==> config.mk <==
export PLATFORM = sky130hd
export DESIGN_NAME = note_sequencer
export DESIGN_NICKNAME = d
export VERILOG_FILES = /design/src/rtl/note_sequencer_pkg.sv /design/src/rtl/note_sequencer_tick_gen.sv /design/src/rtl/note_sequencer.sv
export SDC_FILE = /design/constraint.sdc
export NUM_CORES = 1
export LEC_CHECK = 0
export BUFFER_PORTS_ARGS = -buffer_cell sky130_fd_sc_hd__buf_4
export CAP_MARGIN = 0
export CORE_ASPECT_RATIO = 1.2
export CORE_MARGIN = 4
export CORE_UTILIZATION = 55
export DETAILED_ROUTE_END_ITERATION = 8
export GPL_TIMING_DRIVEN = 0
export PLACE_DENSITY_LB_ADDON = 0.15
export SETUP_SLACK_MARGIN = 0.02
export SYNTH_ARGS = -nofsm -noshare
export SYNTH_HDL_FRONTEND = slang
export SYNTH_SLANG_ARGS = --single-unit
==> constraint.sdc <==
create_clock -name clk -period 8.18 [get_ports clk]
set_clock_uncertainty 0.1 [all_clocks]
set_input_delay 0 -clock clk [delete_from_list [all_inputs] [get_ports clk]]
set_output_delay 0 -clock clk [all_outputs]
set_load 0.01 [all_outputs]
==> src/rtl/note_sequencer_pkg.sv <==
// note_sequencer_pkg: shared state encodings, entry layout and note limits for the note sequencer
package note_sequencer_pkg;
  typedef enum logic [2:0] {
    S_IDLE = 3'd0,
    S_LOAD = 3'd1,
    S_PLAY = 3'd2,
    S_GAP  = 3'd3,
    S_DONE = 3'd4
  } state_t;
  localparam int ENTRY_W  = 15;
  localparam int REST_BIT = 14;
  localparam int NOTE_MSB = 13;
  localparam int NOTE_LSB = 8;
  localparam int DUR_MSB  = 7;
  localparam logic [5:0] NOTE_MAX = 6'd59;
  localparam logic [5:0] NOTE_A4  = 6'd33;
  typedef struct packed {
    logic       rest;
    logic [5:0] note;
    logic [7:0] dur;
  } entry_t;
  function automatic entry_t to_entry(input logic [ENTRY_W-1:0] w);
    return '{rest: w[REST_BIT], note: w[NOTE_MSB:NOTE_LSB], dur: w[DUR_MSB:0]};
  endfunction
endpackage

==> src/rtl/note_sequencer_tick_gen.sv <==
// seq_tick_gen: tempo prescaler, one-cycle tick every TICK_DIV cycles after restart
module seq_tick_gen #(
  parameter int TICK_DIV = 25000
) (
  input  logic clk,
  input  logic reset,
  input  logic restart,
  output logic tick
);
  localparam int CW = TICK_DIV > 1 ? $clog2(TICK_DIV) : 1;
  logic [CW-1:0] cnt;
  assign tick = cnt == CW'(TICK_DIV - 1);
  // free-running modulo-TICK_DIV counter, realigned to zero by restart
  always_ff @(posedge clk)
    if (reset || restart) cnt <= '0;
    else cnt <= tick ? '0 : cnt + CW'(1);
endmodule

==> src/rtl/note_sequencer.sv <==
// note_sequencer: steps a programmed note table on tempo ticks and drives the tone generator
module note_sequencer
  import note_sequencer_pkg::*;
#(
  parameter int DEPTH     = 16,
  parameter int TICK_DIV  = 25000,
  parameter int GAP_TICKS = 10,
  localparam int AW = $clog2(DEPTH)
) (
  input  logic               clk,
  input  logic               reset,
  input  logic               wr_en,
  input  logic [AW-1:0]      wr_addr,
  input  logic [ENTRY_W-1:0] wr_data,
  output logic               wr_ready,
  input  logic               start,
  input  logic               stop,
  input  logic               loop_en,
  output logic [5:0]         freq_select,
  output logic               gate,
  output logic               note_strobe,
  output logic               busy,
  output logic               done,
  output logic [AW-1:0]      cur_index
);
  state_t state_q, state_d;
  logic [AW:0] idx_q, idx_d;
  entry_t mem [DEPTH];
  entry_t rd_q;
  logic played_q, rest_q, strobe_q, tick, restart, eos, last_tick, enter_play;
  logic [7:0] cnt_q;
  logic [5:0] note_q;
  assign eos        = rd_q.dur == 8'd0 || idx_q[AW];
  assign last_tick  = tick && cnt_q == 8'd1;
  assign enter_play = state_q == S_LOAD && state_d == S_PLAY;
  assign restart    = state_d != state_q && (state_d == S_PLAY || state_d == S_GAP);
  seq_tick_gen #(.TICK_DIV(TICK_DIV)) u_tick (
    .clk    (clk),
    .reset  (reset),
    .restart(restart),
    .tick   (tick)
  );
  // note table: written only while idle, read port registered on the upcoming index
  always_ff @(posedge clk) begin
    if (wr_en && state_q == S_IDLE) mem[wr_addr] <= to_entry(wr_data);
    rd_q <= mem[idx_d[AW-1:0]];
  end
  // state register
  always_ff @(posedge clk)
    if (reset) state_q <= S_IDLE;
    else state_q <= state_d;
  // next-state and next-index; stop overrides every other transition
  always_comb begin
    state_d = state_q;
    idx_d   = idx_q;
    case (state_q)
      S_IDLE: if (start) begin
        state_d = S_LOAD;
        idx_d   = '0;
      end
      S_LOAD: if (eos && loop_en && played_q) begin
        state_d = S_LOAD;
        idx_d   = '0;
      end else state_d = eos ? S_DONE : S_PLAY;
      S_PLAY: if (last_tick) begin
        state_d = GAP_TICKS > 0 ? S_GAP : S_LOAD;
        idx_d   = GAP_TICKS > 0 ? idx_q : idx_q + (AW + 1)'(1);
      end
      S_GAP: if (last_tick) begin
        state_d = S_LOAD;
        idx_d   = idx_q + (AW + 1)'(1);
      end
      default: state_d = S_IDLE;
    endcase
    if (stop) begin
      state_d = S_IDLE;
      idx_d   = idx_q;
    end
  end
  // datapath: index, played flag, duration/gap countdown and the latched note
  always_ff @(posedge clk)
    if (reset) begin
      idx_q    <= '0;
      played_q <= 1'b0;
      cnt_q    <= '0;
      note_q   <= '0;
      rest_q   <= 1'b0;
      strobe_q <= 1'b0;
    end else begin
      idx_q    <= idx_d;
      played_q <= state_q == S_IDLE && start ? 1'b0 : played_q | (state_q == S_PLAY);
      cnt_q    <= restart ? (state_d == S_PLAY ? rd_q.dur : 8'(GAP_TICKS)) : tick ? cnt_q - 8'd1 : cnt_q;
      strobe_q <= enter_play;
      if (enter_play) begin
        note_q <= rd_q.note;
        rest_q <= rd_q.rest || rd_q.note > NOTE_MAX;
      end
    end
  // outputs decoded from state and the latched note
  always_comb begin
    freq_select = note_q;
    gate        = state_q == S_PLAY && !rest_q;
    note_strobe = strobe_q;
    busy        = state_q != S_IDLE;
    done        = state_q == S_DONE;
    wr_ready    = state_q == S_IDLE;
    cur_index   = idx_q[AW-1:0];
  end
endmodule

## Yosys cells after proc, flatten, opt, wreduce, memory -nomap -nowiden

Memory sizes are Yosys's and may differ from the RTL's. A register that Yosys moved wholly into a read port is not among the register bits.
Cells that the tools add are included.

| storage, ports and cells | value |
|---|---|
| RAM bits | 240 |
| output and inout bits | 15 |
| memories | 1 |
| register bits after elaboration | 40 |

| operators by class | value |
|---|---|
| bitwise operators | 2 |
| order comparisons | 1 |
| $add $sub $neg | 3 |
| reductions and logical operators | 21 |
| muxes and demuxes | 17 |
| equality and inequality tests | 12 |

Memory list:

| memory | words | width | read ports | clocked after Yosys merged registers in | wr ports | line | text |
|---|---|---|---|---|---|---|---|
| mem | 16 | 15 | 1 | 1 | 1 | note_sequencer.sv:28 | `entry_t mem [DEPTH];` |

Operator list:

| operator | count |
|---|---|
| two-way mux 8 bit | 3 |
| two-way mux 3 bit | 6 |
| adder 15 x 1 -> 15 bit, second input constant | 1 |
| == test 15 bit, second input constant | 1 |
| two-way mux 5 bit | 3 |
| one-hot mux 5 bit (3 select lines) | 1 |
| == test 3 x 2 -> 1 bit, second input constant | 4 |
| one-hot mux 3 bit (4 select lines) | 1 |
| == test 8 x 1 -> 1 bit, second input constant | 1 |
| logical AND 1 bit | 8 |
| logical NOT 8 bit | 1 |
| subtractor 8 x 1 -> 8 bit, second input constant | 1 |
| > comparator 6 bit, second input constant | 1 |
| nonzero test 3 bit | 2 |
| adder 5 x 1 -> 5 bit, second input constant | 1 |
| AND reduction 5 bit | 1 |
| logical OR 1 bit | 4 |
| two-way mux 4 bit | 1 |
| != test 2 x 1 -> 1 bit, second input constant | 2 |
| OR reduction 2 bit | 2 |
| == test 3 x 1 -> 1 bit, second input constant | 1 |
| == test 3 bit, second input constant | 1 |
| logical NOT 3 bit | 1 |
| != test 3 bit | 1 |
| other kinds (6) | 7 |

## Longest topological paths before layout

Gate-level depths: netlist of the first run.

| depth | value |
|---|---|
| depth after elaboration | 12 |
| mapped depth | 12 |

## Hierarchy

Synthesis of the first run repeated with hierarchy kept, for this count alone.

| unflattened totals | value |
|---|---|
| cell total of the unflattened synthesis | 664 |
| area, all modules | 11517.3 µm² |

By module, submodules not included:

| module | area each (µm²) | instances | cells an instance | sequential area each (µm²) |
|---|---|---|---|---|
| note_sequencer | 10816.6 | 1 | 584 | 8007.7 |
| seq_tick_gen | 700.7 | 1 | 80 | 300.3 |

## Worst setup path after synthesis of the first run

Ideal clock, no wire load.

| timing | value |
|---|---|
| path type | reg-to-reg |
| from | reg state_q[0] |
| to | mem mem[0][0] in the netlist's numbering (enable) |
| period minus slack after synthesis | 3.084 ns |
| data required time | 7.674 ns |
| cell stages (with the launch flop) | 6 |
| setup time | 0.406 ns |
| data arrival time | 2.578 ns |
| slack | 5.096 ns |
| cell sequence | dfxtp_1 clkbuf_1 nor3_1 nand2_1 or3_1 nor3_1 |

| between the ends | value |
|---|---|
| longest elaborated chain between the ends | 4 |

RTL lines:

| element | line | text |
|---|---|---|
| from (decl) | note_sequencer.sv:26 | `state_t state_q, state_d;` |
| from (signal assigned) | note_sequencer.sv:51 | `else state_q <= state_d;` |
| logical NOT 3 bit | - |  |
| named net wr_ready | note_sequencer.sv:15 | `output logic wr_ready,` |
| logical AND 1 bit | note_sequencer.sv:45 | `if (wr_en && state_q == S_IDLE) mem[wr_addr] <= to_entry(wr_data);` |
| two-way mux 1 bit | note_sequencer.sv:45 |  |
| two-way mux 1 bit (not written as such) | note_sequencer.sv:45 |  |
| to (decl) | note_sequencer.sv:28 |  |

The timed path passes the listed nets, and every way through them passes these cells.

## Worst setup path in the final report of the first run

| timing | value |
|---|---|
| from | reg u_tick.cnt[0] |
| to | reg, netlist name rd_q[8] |

| between the ends | value |
|---|---|
| longest elaborated chain between the ends | 5 |

RTL lines:

| element | line | text |
|---|---|---|
| from (decl) | note_sequencer_tick_gen.sv:11 | `logic [CW-1:0] cnt;` |
| from (signal assigned) | note_sequencer_tick_gen.sv:16 | `else cnt <= tick ? '0 : cnt + CW'(1);` |
| == test 15 bit | note_sequencer_tick_gen.sv:12 | `assign tick = cnt == CW'(TICK_DIV - 1);` |
| logical AND 1 bit | note_sequencer.sv:34 | `assign last_tick = tick && cnt_q == 8'd1;` |
| two-way mux 5 bit | note_sequencer.sv:69 | `S_GAP: if (last_tick) begin` |
| one-hot mux 5 bit (3 select lines) | note_sequencer.sv:56 | `case (state_q)` |
| two-way mux 4 bit | note_sequencer.sv:75 | `if (stop) begin` |

Every way passes these cells. The select of a mux whose other input is x is not followed.
A chain may end at the register's enable or synchronous reset.

==> key figures, run 1 <==
Clock network
  – Post-CTS sizing: 0
  – Clk pin slew, worst setup/hold paths: around 0.060 ns
  – Cts-stage hold buffer count: 27
  – CTS Sinks: approximately 300
  – H-tree Lvls: 1
  – Post-CTS Setup Repair Bufs: 0
  – CTS root buf: clkbuf_16
  – CTS max path bufs: 3
  – Worst-Skew Late Latency: approximately 0.53 ns
  – Clock tree from TritonCTS: built
  – CTS Buf Count: 29

STA
  – Final TNS setup: 0 ns
  – Final hold slack: between 0.2 and 0.25 ns
  – Final min period: about 3.7 ns
  – Setup Viol. Count Final: 0
  – Tightest Pin Transition: approximately 1.4 ns
  – Final period utilization: between 40% and 50%
  – Slew HR: roughly 8.6%
  – RSZ-0062 raised after global routing: no
  – Fmax achieved: roughly 270 MHz
  – Final slew viol count: 0
  – Final Hold Fails: 0

Critical path
  – CP arrival: 3.97 ns
  – Crit start category: register
  – Critical path peak fanout: 10
  – Worst Path Required: ~8.5 ns
  – Critical path type: reg2reg
  – CP Capture Type: register
  – Reg2reg setup slack: 4.48 ns

GRT
  – Antenna violations before repair: 0
  – Largest net degree at the start of global routing: 17
  – GRT overflow: 0
  – All-Layer GR Usage: between 20% and 30%
  – First-pass GRT wire length: between 40000 and 50000 um
  – Vias in the first global route: around 7400

Die
  – Die Height: about 170 um
  – Cell row count: between 50 and 60
  – IO Pins: 40
  – Starting Density: 56.3%
  – Core ar.: 21000 um2
  – Die ar.: between 20000 and 25000 um2
  – Die Wd: 142 um

Logic synthesis
  – Mapped cell area: around 12000 um2
  – Top cells by count, synth: edfxtp_1 (240), nand2_1 (110), mux2i_1 (81)
  – Main synth FF type: edfxtp_1
  – FF+latch count, synth: 295
  – Post-synth ARST share: 0%
  – Top cells by area, synth: edfxtp_1 (61%), dfxtp_1 (9.3%), mux2i_1 (6.8%)
  – Syn Area/Cell: roughly 14 um2
  – Top cell type's share of synthesized area: approximately three fifths
  – Distinct cells, synth: just under 60
  – Area leader, netlist: edfxtp_1
  – Post-synth EDFFs: 240
  – Ys Warns: 0
  – Mapped Cells: about 850
  – Post-Syn Nets: 878
  – Post-synthesis sequential area ratio: between 70 and 80%
  – Count leader, synth: edfxtp_1

Placed design
  – IO Port Bufs: 38
  – Post-DP HPWL: 18300 um
  – Dpl cells: approximately 1200
  – Placer Congestion: slightly above 0.9
  – Dpl cell area: 12500 um2

Finish
  – Antenna diodes: 0
  – Fin area: between 10000 and 15000 um2
  – Ratio of cells with drive above 1 in the final layout: between 10% and 20%
  – Fin nets: 979
  – Area Growth Syn to Fin: 16.9%
  – Final cell count without fillers: ~1200

Routing
  – Vias per std cell: 5.95
  – Starting DRT DRC Count: ~750
  – DR pass1 iterations: 5
  – Total wire length: 26700 um
  – Residual DRC: 0
  – Via count: approximately 7400
  – Wire per inst: ~22 um
  – ANT nets after route: 0

Power and ir drop
  – Maximum vdd drop: roughly 0.16 mV
  – Pleak: 4.71 nW
  – Power Density: ~230 nW/um2

Status
  – Status: finished clean

Worst hold path
  – Hold Path Class: in2reg

Job
  – Max cap viols: 0
-- where the power goes --
part	internal, mW	switching, mW	total (mW)
Sequential	1.64	0.00645	1.65
Combinational	0.0289	0.0534	0.0822
Clock	0.867	0.534	1.40
Total	2.54	0.593	3.13
-- layer usage --
layer,wire length [um],up-vias,global-route usage [%]
li1,-,3408,-
met1,10600,3632,28.5
met2,13800,281,39.7
met3,1380,65,2.51
met4,903,0,7.85
met5,0,-,0
-- final timing paths --
path	startpoint	end	depth (start not counted)
max	u_tick.cnt[0]	rd_q[8]	10
min	wr_data[12]	mem[7][12]	2
max reg2reg	u_tick.cnt[0]	rd_q[8]	10
min reg2reg	rd_q[1]	cnt_q[1]	2
-- worst max-delay path: stages, from the launching register on --
cell and delay, ns:
dfxtp_1 0.38, ha_1 0.23, nand3_1 0.26, nor4_2 0.63, nand4b_1 0.19, nand2_1 0.25, buf_2 0.31, clkbuf_1 0.42
nand3_1 0.13, a32oi_1 0.43, nand3_1 0.21
-- final cells by class --
type | instances | area (um2)
plain buffers | 51 | 269
clock inverters | 20 | 273
fillers | 1472 | 7200
flip-flops and latches | 295 | 8310
well taps | 270 | 338
multi-input cells | 495 | 3280
repair buffers | 70 | 608
inverters | 8 | 30.0
clock buffers | 33 | 741
-- stage by stage --
step | utilization [%] | power, mW | worst slack, ns
2_1_floorplan | - | 1.71 | 5.10
3_3_place_gp | 59.2 | 1.74 | 4.16
3_5_place_dp | 59.6 | 1.75 | 4.55
4_1_cts | 65.7 | 3.15 | 4.53
5_1_grt | 65.8 | 3.22 | 4.33
6_report | 65.8 | 3.13 | 4.48
-- registers in the layout (all words and copies together), names as in the netlist --
name / count
u_tick.cnt: 15
cnt_q: 8
mem: 240
played_q: 1
rd_q: 15
note_strobe: 1
rest_q: 1
state_q: 3
idx_q: 5
freq_select: 6
-- kinds of logic after synthesis --
group                    Yosys count  synth area share [%]
XOR/XNOR                          19                  1.40
multiplexers                      82                  7.03
flip-flops                       295                  70.1
AND/OR/NAND/NOR                  284                  11.7
buffers and inverters             59                  2.52
adder cells (fa/ha/maj)            4                 0.423
AO/OA/AOI/OAI                    106                  6.82
-- layout by cell type, fill, tap and decap left out, types with 17 or more instances in the layout --
cell type / n
a21oi_1: 40
a221o_1: 30
buf_2: 17
buf_4: 46
clkbuf_1: 26
clkbuf_16: 29
dfxtp_1: 55
dlygate4sd3_1: 27
edfxtp_1: 240
mux2i_1: 81
nand2_1: 110
nand3_1: 55
nor2_1: 45
Power figures use the tool's default switching activity.
==> run 2: changes to the inputs <==
--- a/config.mk
+++ b/config.mk
@@ -5,6 +5,7 @@
 export SDC_FILE = /design/constraint.sdc
 export NUM_CORES = 1
 export LEC_CHECK = 0
+export ABC_AREA = 1
 export BUFFER_PORTS_ARGS = -buffer_cell sky130_fd_sc_hd__buf_4
 export CAP_MARGIN = 0
 export CORE_ASPECT_RATIO = 1.2
==> constraint.sdc (replaced) <==
create_clock -name clk -period 3.9 [get_ports clk]
set_clock_uncertainty 0.1 [all_clocks]
set_input_delay 0 -clock clk [delete_from_list [all_inputs] [get_ports clk]]
set_output_delay 0 -clock clk [all_outputs]
set_load 0.01 [all_outputs]
==> run 2 against run 1 <==
Effect of this change: worst hold slack worse by 0.20 ns; global-route usage grew 2.9 points; core utilization decreased by 1.1 points; sequential share of layout area decreased by 5.0 points; via count rose by 30%; largest power group unchanged.
==> key figures, run 2 <==
STA
  – Slew HR: 10.3% (+1.6 points)
  – Final TNS setup: 0 ns (unchanged)
  – Final hold slack: 0.0336 ns (-0.203 ns)
  – Tightest Pin Transition: 1.34 ns (-0.0243 ns)
  – Fmax achieved: 330 MHz (+22%)
  – Final Hold Fails: 0 (unchanged)
  – PnR worst setup slack: 0.869 ns (-3.61 ns)
  – Final slew viol count: 0 (unchanged)
  – Final period utilization: 77.7% (+32 points)
  – Setup Viol. Count Final: 0 (unchanged)
  – Final min period: 3.03 ns (-0.672 ns)
  – RSZ-0062 raised after global routing: no

Finish
  – Core Util, Final: 64.7% (-1.1 points)
  – Antenna diodes: 0 (unchanged)
  – Most frequent cells in the layout: nand3_1 (296), edfxtp_1 (240), inv_1 (220), nand2_1 (216), nor2_1 (66)
  – Ratio of cells with drive above 1 in the final layout: 11.7% (-3.6 points)
  – Fin area: 15100 um2 (+9.1%)
  – Area Growth Syn to Fin: 15.2%
  – Fin nets: 1455 (+49%)
  – Biggest register: mem
  – Filler cells: 1868 (+27%)
  – Seq. cell area: 8310 um2 (unchanged)
  – Max reg flops: 240 (unchanged)
  – Top flop regs: mem x240, rd_q x15, u_tick.cnt x15
  – Multi-input logic area: 3620 um2 (+10%)
  – Leading cell type in the layout, fill and taps excluded: nand3_1

Logic synthesis
  – Post-synth EDFFs: 240 (unchanged)
  – FF+latch count, synth: 295 (unchanged)
  – Post-synth ARST share: 0% (unchanged)
  – Area leader, netlist: edfxtp_1
  – Mapped Cells: 1320 (+55%)
  – Post-Syn Nets: 1349 (+54%)
  – Ys Warns: 0 (unchanged)
  – Top cells by area, synth: edfxtp_1 (55%), nand3_1 (11%), dfxtp_1 (8.4%)
  – Mapped cell area: 13100 um2 (+11%)
  – Top cells by count, synth: nand3_1 (296), edfxtp_1 (240), inv_1 (220)
  – Distinct cells, synth: 37 (-37%)
  – Main synth FF type: edfxtp_1
  – Count leader, synth: nand3_1
  – Syn Area/Cell: 9.94 um2 (-29%)
  – Top cell type's share of synthesized area: 55.0% (-5.9 points)
  – Post-synthesis sequential area ratio: 63.3% (-6.8 points)

Clock network
  – Post-CTS sizing: 0 (unchanged)
  – H-tree Lvls: 1 (unchanged)
  – Clk pin slew, worst setup/hold paths: 0.06 ns (about the same)
  – Cts-stage hold buffer count: 28 (+3.7%)
  – Clock tree from TritonCTS: built
  – CTS Sinks: 295 (unchanged)
  – Post-CTS Setup Repair Bufs: 0 (unchanged)
  – CTS Buf Count: 30 (+3.4%)
  – CTS max path bufs: 3 (unchanged)
  – Worst-Skew Late Latency: 0.56 ns (+0.03 ns)
  – CTS root buf: clkbuf_16

Critical path
  – Reg2reg setup slack: 0.87 ns (-3.61 ns)
  – Crit path buffers/inverters: 4 (+2)
  – CP max-delay cell: dlygate4sd3_1
  – Critical path peak fanout: 5 (-5)
  – Crit start category: register
  – Worst Path Required: 4.07 ns (-4.38 ns)
  – CP Capture Type: register
  – Reg-to-reg startpoint: state_q[1]
  – Largest stage delay, worst path: 0.61 ns (-0.02 ns)
  – FF-to-FF End: mem[2][13]
  – CP arrival: 3.20 ns (-0.77 ns)
  – Worst path cell trace: inv_2, nand2_1, nor2_2, inv_1, nor2_1, nand3_1, dlygate4sd3_1, nor2_2, dlygate4sd3_1
  – CP delay by family, top: buffers and inverters
  – Critical path type: reg2reg
  – Worst-case reg-to-reg path depth: 9 (-1)

Power and ir drop
  – Maximum vdd drop: 0.398 mV (+160%)
  – Pleak: 6.24 nW (+33%)
  – Power Density: 421 nW/um2 (+86%)

Die
  – Die Wd: 149 um (+4.9%)
  – Die ar.: 26400 um2 (+10%)
  – IO Pins: 40 (unchanged)
  – Starting Density: 56.2% (-0.13 points)
  – Core ar.: 23400 um2 (+11%)
  – Die Height: 177 um (+5.0%)
  – Cell row count: 61 (+5.2%)

Placed design
  – Dpl cell area: 13900 um2 (+11%)
  – Post-DP HPWL: 22400 um (+22%)
  – IO Port Bufs: 39 (+2.6%)
  – Setup WS pre-CTS: 0.867 ns (-3.68 ns)
  – Placer Congestion: 0.927 (+1.5%)

Worst hold path
  – Worst Hold Depth: 8 (+6)
  – Hold path startpoint: loop_en
  – Hold Path Class: in2reg
  – Hold Path Sink: idx_q[4]

GRT
  – GRT overflow: 0 (unchanged)
  – First-pass GRT wire length: 51100 um (+24%)
  – All-Layer GR Usage: 25.3% (+2.9 points)
  – Antenna violations before repair: 0 (unchanged)
  – Vias in the first global route: 9056 (+22%)
  – Largest net degree at the start of global routing: 17 (unchanged)

Routing
  – Starting DRT DRC Count: 943 (+26%)
  – Residual DRC: 0 (unchanged)
  – Via count: 9579 (+30%)
  – Total wire length: 33000 um (+23%)
  – M1 WL: 13600 um (+28%)
  – Uppermost layer routed: met4
  – DR pass1 iterations: 5 (unchanged)
  – Vias per std cell: 5.43 (-8.6%)
  – ANT nets after route: 0 (unchanged)
  – WL met2: 15800 um (+14%)
  – Wire per inst: 18.7 um (-13%)
  – Routed wl met3: 2530 um (+83%)

Status
  – Status: finished clean

Job
  – Max cap viols: 0 (unchanged)
==> run 2: cell types whose count changed after synthesis, sizes merged, moves of 10 or more <==
cell,delta
a21oi,-27
a221o,-30
a32oi,-15
buf,+25
inv,+218
mux2i,-82
nand2,+106
nand3,+242
nand3b,+60
nor2,+21
o21ai,+10
==> run 2: power breakdown <==
| group | total, mW | leakage, nW | switching, mW | internal, mW |
|---|---|---|---|---|
| registers | 3.46 | 2.62 | 0.0148 | 3.44 |
| logic | 0.226 | 3.19 | 0.150 | 0.0766 |
| clock network | 2.67 | 0.441 | 1.16 | 1.51 |
==> run 2: area by class of cell <==
cell class | instances | area share, %
clock inverters | 20 | 0.878
repair buffers | 74 | 4.32
flip-flops and latches | 295 | 55.0
multi-input cells | 731 | 24.0
inverters | 226 | 5.62
plain buffers | 68 | 2.39
clock buffers | 34 | 5.21
well taps | 315 | 2.61
==> run 2: cells by family (layout without fill, tap and decap cells) <==
family	after synthesis	count (layout)	synth area share, %
AOI/OAI and AO/OA	37	37	1.71
adders and majority gates	4	4	0.382
and+or+nand+nor	679	679	24.6
buffers and inverters	294	422	9.22
xor gates and xnor gates	11	11	0.735
DFF	295	295	63.3
==> run 2: worst max-delay path by stage <==
stage                           from     endpoint  slack (ns)  depth (start not counted)
final                     state_q[1]   mem[2][13]        0.87                          9
after global routing      state_q[1]   mem[2][13]        0.72                          9
after CTS                 state_q[1]   mem[2][13]        0.94                          9
after detailed placement  state_q[1]  mem[11][10]        0.87                          7
after global placement    state_q[1]    mem[3][0]        0.92                          7
after floorplan           state_q[1]    mem[0][0]        1.63                          7
==> run 2: stage by stage <==
stage | total power [mW] | instances
floorplan | 3.62 | 1320
global placement | 3.72 | 1674
detailed placement | 3.73 | 1680
CTS | 6.39 | 1762
global route | 6.55 | 1763
finish | 6.35 | 1763
==> run 2: worst register-to-register path: stages (launching register included) <==
cell and delay [ns]:
dfxtp_1 0.37, inv_2 0.09, nand2_1 0.06, nor2_2 0.17
inv_1 0.18, nor2_1 0.22, nand3_1 0.19, dlygate4sd3_1 0.62
nor2_2 0.17, dlygate4sd3_1 0.59
==> run 2: per-layer routing <==
layer | GRT usage (%) | vias to the layer above
li1 | - | 4611
met1 | 34.8 | 4496
met2 | 41.7 | 409
met3 | 3.30 | 63
met4 | 8.66 | 0
met5 | 0 | -
